===== src/rtl/pipe_ctrl.sv =====
// pipe_ctrl: hazard detection and stall/flush control for a five-stage pipeline.
module pipe_ctrl (
   input  logic        clk,
   input  logic        rst,
   input  logic [4:0]  id_rs1,
   input  logic [4:0]  id_rs2,
   input  logic        id_use_rs1,
   input  logic        id_use_rs2,
   input  logic [4:0]  ex_rd,
   input  logic        ex_is_load,
   input  logic        ex_md_valid,
   input  logic        md_done,
   input  logic        branch_taken,
   input  logic        imem_ready,
   input  logic        dmem_req,
   input  logic        dmem_ready,
   output logic        stall_pc,
   output logic        stall_if,
   output logic        stall_id,
   output logic        stall_ex,
   output logic        stall_mem,
   output logic        flush_id,
   output logic        flush_ex,
   output logic        flush_mem,
   output logic        flush_wb,
   output logic [1:0]  state,
   output logic [15:0] stall_cnt
);
   typedef enum logic [1:0] {RUN, LU_STALL, MD_WAIT, DMEM_WAIT} state_t;
   state_t cur, nxt;
   logic dm, md, lu, ifm, live;
   logic [8:0] act;
   // act packs {stall_pc, stall_if, stall_id, stall_ex, stall_mem, flush_id, flush_ex, flush_mem, flush_wb}
   always_comb begin
      dm   = dmem_req & ~dmem_ready;
      md   = ex_md_valid & ~md_done;
      lu   = ex_is_load & (ex_rd != 5'd0) &
             ((id_use_rs1 & (id_rs1 == ex_rd)) | (id_use_rs2 & (id_rs2 == ex_rd)));
      ifm  = ~imem_ready;
      live = cur != LU_STALL;
      act  = !rst                ? 9'b00000_1111 :
             dm                  ? 9'b11111_0001 :
             md                  ? 9'b11110_0010 :
             live & branch_taken ? 9'b00000_1100 :
             live & lu           ? 9'b11000_0100 :
             live & ifm          ? 9'b10000_1000 : 9'b0;
      nxt  = dm ? DMEM_WAIT : md ? MD_WAIT :
             (live & ~branch_taken & lu) ? LU_STALL : RUN;
   end
   assign {stall_pc, stall_if, stall_id, stall_ex, stall_mem,
           flush_id, flush_ex, flush_mem, flush_wb} = act;
   assign state = cur;
   always_ff @(posedge clk) begin
      if (!rst) begin
         cur       <= RUN;
         stall_cnt <= 16'd0;
      end else begin
         cur       <= nxt;
         stall_cnt <= stall_cnt + 16'(stall_pc);
      end
   end
endmodule


===== config.mk =====
export PLATFORM = sky130hd
export DESIGN_NAME = pipe_ctrl
export DESIGN_NICKNAME = d
export VERILOG_FILES = /design/src/rtl/pipe_ctrl.sv
export SDC_FILE = /design/constraint.sdc
export NUM_CORES = 1
export LEC_CHECK = 0
export BUFFER_PORTS_ARGS = -buffer_cell sky130_fd_sc_hd__clkbuf_2
export CORE_MARGIN = 3
export CORE_UTILIZATION = 30
export CTS_CLUSTER_DIAMETER = 120
export DETAILED_ROUTE_END_ITERATION = 10
export PLACE_DENSITY = 0.61
export SETUP_SLACK_MARGIN = 0.5
export SLEW_MARGIN = 25
export SYNTH_ARGS = -nofsm -noshare
export SYNTH_HDL_FRONTEND = slang
export SYNTH_SLANG_ARGS = --single-unit

===== constraint.sdc =====
create_clock -name clk -period 4.65 [get_ports clk]
set_clock_uncertainty 0.2 [all_clocks]
set_input_delay 0.93 -clock clk [delete_from_list [all_inputs] [get_ports clk]]
set_output_delay 0.93 -clock clk [all_outputs]
set_load 0.05 [all_outputs]

Word level (Yosys, flattened, before mapping)
Index checks and enable logic that the tools add are counted.
{"block": "word_totals", "regBits": 18, "latchBits": 0, "mem_count": 0, "mem_bits_ro": 0, "ram_bits": 0, "input_bits": 26}
{"block": "classes", "n_addsub": 1, "muxes": 9, "n_bitwise": 16, "n_shift": 0, "n_mul": 0, "order_cmp": 0, "n_eq_ne": 3, "div": 0, "n_reduce_logical": 1}
{"operator": "two-way mux 9 bit", "n": 6}
{"operator": "adder 16 x 1 -> 16 bit", "n": 1}
{"operator": "bitwise AND 1 bit", "n": 11}
{"operator": "== test 5 bit", "n": 2}
{"operator": "nonzero test 5 bit", "n": 1}
{"operator": "two-way mux 2 bit", "n": 2}
{"operator": "inverter 1 bit", "n": 4}
{"operator": "!= test 2 x 1 -> 1 bit (second input constant)", "n": 1}
{"operator": "two-way mux 1 bit", "n": 1}
{"operator": "bitwise OR 1 bit", "n": 1}

Logic depth before layout (Yosys ltp)
{"block": "logic_depth", "depth_word": 11, "depth_mapped": 10}

Least setup slack after synthesis
No wires, ideal clock.
{"block": "synth_path", "path_kind": "input-to-reg", "start": "input rst", "end": "register stall_cnt[15]", "stages": 9, "n_path_buf": 0, "setup_time_ps": 72, "arrival_ps": 4248, "setup_slack_ps": 130, "path_cell_list": "clkinv_1 a21oi_1 a31oi_1 o21ai_0 ha_1 nand3_2 or3_4 or4_1 a21oi_1"}
{"block": "synth_between", "elab_chain_len": 2}
{"element": "start, declared", "line": "4", "source": "input logic rst,"}
{"element": "two-way mux 9 bit", "line": "41", "source": "act = !rst ? 9'b00000_1111 :"}
{"element": "net stall_pc", "line": "17", "source": "output logic stall_pc,"}
{"element": "adder 16 x 1 -> 16 bit", "line": "59", "source": "stall_cnt <= stall_cnt + 16'(stall_pc);"}
{"element": "end signal, assigned", "line": "59"}
{"element": "end, declared", "line": "27", "source": "output logic [15:0] stall_cnt"}
The timed path passes the listed nets, and every way through them passes these cells.
A chain may end at the register's enable or synchronous reset.

Worst setup path in the final report
{"block": "layout_path", "start": "input ex_rd[3]", "end": "output stall_pc"}
{"block": "layout_between", "elab_chain_len": 10, "elab_cells_between_ends": 14, "classes_between": "eq/ne: 2; mux: 5; bitwise: 6; reduce/logical: 1"}
{"element": "start, declared", "line": "9", "source": "input logic [4:0] ex_rd,"}
{"element": "== test 5 bit", "line": "38", "source": "((id_use_rs1 & (id_rs1 == ex_rd)) | (id_use_rs2 & (id_rs2 == ex_rd)));"}
{"element": "bitwise AND 1 bit", "line": "38"}
{"element": "bitwise OR 1 bit", "line": "38"}
{"element": "bitwise AND 1 bit (*)", "line": "37", "source": "lu = ex_is_load & (ex_rd != 5'd0) &"}
{"element": "bitwise AND 1 bit (*)", "line": "45", "source": "live & lu ? 9'b11000_0100 :"}
{"element": "two-way mux 9 bit (*)", "line": "45"}
{"element": "two-way mux 9 bit (*)", "line": "44", "source": "live & branch_taken ? 9'b00000_1100 :"}
{"element": "two-way mux 9 bit (*)", "line": "43", "source": "md ? 9'b11110_0010 :"}
{"element": "two-way mux 9 bit (*)", "line": "42", "source": "dm ? 9'b11111_0001 :"}
{"element": "two-way mux 9 bit (*)", "line": "41"}
{"element": "end, declared", "line": "17"}
Every way passes the cells marked *; elsewhere a longest branch is shown, timed or not.

==> out/qor.yml <==
die:
  die_width_um: 63.5
  die_area_um2: 4030
  coreArea_um2: 3100
  ios: 53
  fp.dieH_um: 63.5
  start_util_pct: 31.9
  rows: 20
global_route:
  grt_pass1_vias: 1154
  grt_use_total_pct: 14.1
  grt_pass1_wl_um: 4690
  grt_overflow: 0
  grt_antenna_before_repair: 0
  grt_start_max_net_pins: 17
timing:
  slew_violations: 0
  fmax_mhz: 295
  tightest_slew_ps: 404
  timing.final.ws_setup_ps: 1260
  period_minus_slack_ps: 3390
  fin_setup_tns_ps: 0
  rsz0062_at_grt: "false"
  finalSetupViolations: 0
  hold_viol: 0
  fin_crit_sh_pct: 73.0
  relSlewSlack_pct: 73.1
route:
  drt_iter0_drc: 41
  avgRoutedWirePerCell_um: 12.0
  vias_per_cell: 4.86
  firstDrtPassIters: 4
  dr_total_vias: 1044
  ant_nets: 0
  drc: 0
  drt-total-wl_um: 2570
setup_path:
  start_kind: "input port"
  worst-path-max-fanout: 5
  worstSetupPathType: "input port to output port"
  crit_arrival_ps: 2260
  cp-end-kind: "output port"
  critPathRequiredTime_ps: 3520
logic_synthesis:
  synth_top_cell_by_area: "dfxtp_1"
  synthFlopType: "dfxtp_1"
  yosys_warnings: 0
  synth-edff-count: 0
  synth.net_count: 145
  synthesis.instances: 117
  async_flop_share_pct: 0
  syn_area_um2: 991
  synth_cell_types: 35
  ys_seq_area_share_pct: 36.4
  yosysTopAreaCellShare_pct: 36.4
  synth_area_leaders: "dfxtp_1 (36%), xor2_1 (11%), xnor2_1 (5.3%)"
  synth_seq_cells: 18
  postSynthAreaPerCell_um2: 8.47
layout:
  drive_above_1_share_pct: 37.4
  fin_area_um2: 1330
  nets: 201
  antenna_cells: 0
  synthToLayoutAreaGrowth_pct: 34.1
outcome:
  status: "complete, no violations"
cts:
  hold_buffers: 0
  cts_tree: "done"
  cts_repair_resize_count: 0
  htreeDepth: 1
  clock_sinks: 18
  clock_latency_ps: 280
  cts_setup_buffers: 0
  root_buffer: "clkbuf_4"
  clkTransAtPathRegs_ps: 100
  cts_buffer_depth: 2
  numCtsBuffers: 3
place:
  pre_cts_ws_ps: 1000
  placed_area_um2: 1310
  port_buffers: 52
  dp_hpwl_um: 2150
  gp_congestion: 0.832
pwr:
  power_density_nw_per_um2: 235
  vdd_ir_drop_max_uv: 67.4
  p_leak_uw: 0.000569
job:
  max_cap_violations: 0
min_path:
  min_path_type: "flop to flop"
==> worst paths after layout <==
| check | startpoint | to | slack, ps | depth (start not counted) |
|---|---|---|---|---|
| setup / recovery | ex_rd[3] | stall_pc | 1260 | 6 |
| hold / removal | stall_cnt[15]$_SDFF_PN0_ | stall_cnt[15]$_SDFF_PN0_ | 300 | 2 |
| setup reg to reg | state[1]$_SDFF_PN0_ | stall_cnt[15]$_SDFF_PN0_ | 1830 | 9 |
| hold reg to reg | stall_cnt[15]$_SDFF_PN0_ | stall_cnt[15]$_SDFF_PN0_ | 300 | 2 |
==> sequential cells by signal (all words and copies together), names as in the netlist <==
register and cells:
stall_cnt 16, state 2
==> synthesized netlist by cell type, types with 2 or more instances <==
cell and count:
o22ai_1 2, o21ai_0 7, nand2b_1 4, or3_2 2, nor2_1 9, inv_1 2, nand2_1 7, ha_1 2
nor4_1 4, or3_1 4, xor2_1 12, dfxtp_1 18, a21oi_1 10, nand3_1 4, and2_1 3, nand4_1 3
xnor2_1 6
==> routing by layer <==
| metal | GRT usage (%) | wire [um] |
|---|---|---|
| met1 | 14.9 | 998 |
| met4 | 5.66 | 28 |
| met5 | 0 | 0 |
| met2 | 27.5 | 1340 |
| met3 | 1.96 | 203 |
==> cell families (layout without fill, tap and decap cells) <==
| family | count (synthesis) | after routing | share of synthesized area [%] |
|---|---|---|---|
| and+or+nand+nor | 49 | 49 | 28.3 |
| AOI/OAI and AO/OA | 25 | 25 | 14.6 |
| xor gates and xnor gates | 18 | 18 | 15.9 |
| DFF | 18 | 18 | 36.4 |
| buffers and inverters | 5 | 59 | 2.27 |
| adders and majority gates | 2 | 2 | 2.52 |
==> report_power, final <==
group / switching [uW] / internal, uW / leakage [uW]
registers: 2.01 / 157 / 0.000146
clock network: 44.7 / 30.0 / 0.0000138
logic: 53.7 / 25.4 / 0.000410
==> area by class of cell <==
cell class | instances | area (um2)
well taps | 44 | 55.1
inverters | 3 | 11.3
clock buffers | 3 | 22.5
repair buffers | 53 | 268
flip-flops and latches | 18 | 360
multi-input cells | 94 | 612
fillers | 354 | 1770
==> metrics by stage <==
stage / util (%) / power [uW] / hold WS, ps / std cells
2_1_floorplan: - / 216 / 506 / 117
3_3_place_gp: 42.1 / 241 / 277 / 212
3_5_place_dp: 42.1 / 243 / 292 / 212
4_1_cts: 42.8 / 317 / 308 / 215
5_1_grt: 42.8 / 333 / 324 / 215
6_report: 42.8 / 313 / 302 / 215
==> cell usage in the layout (no fill, tap or decap), drive strengths merged <==
cell type	netlist	final
clkbuf	1	55
dfxtp	18	18
xor2	12	12
a21oi	10	10
nor2	9	9
nand2	8	8
o21ai	7	7
or3	7	7
xnor2	6	6
nand3	5	5
nor4	4	4
nand2b	4	4
and2	4	4
nand4	3	3
inv	2	2
o22ai	2	2
ha	2	2
a32oi	1	1
clkinv	1	1
o311a	1	1
a31oi	1	1
o21bai	1	1
o21a	1	1
nor2b	1	1
and3	1	1
and4	1	1
or3b	1	1
o31ai	1	1
or4	1	1
buf	1	1
==> worst max-delay path, stage by stage <==
cell and delay (ps):
clkbuf_2 110, xor2_1 160, nor4_1 280, a32oi_1 230
o21ai_1 230, clkbuf_2 320
No activity file was read; power rests on OpenSTA's default activity.
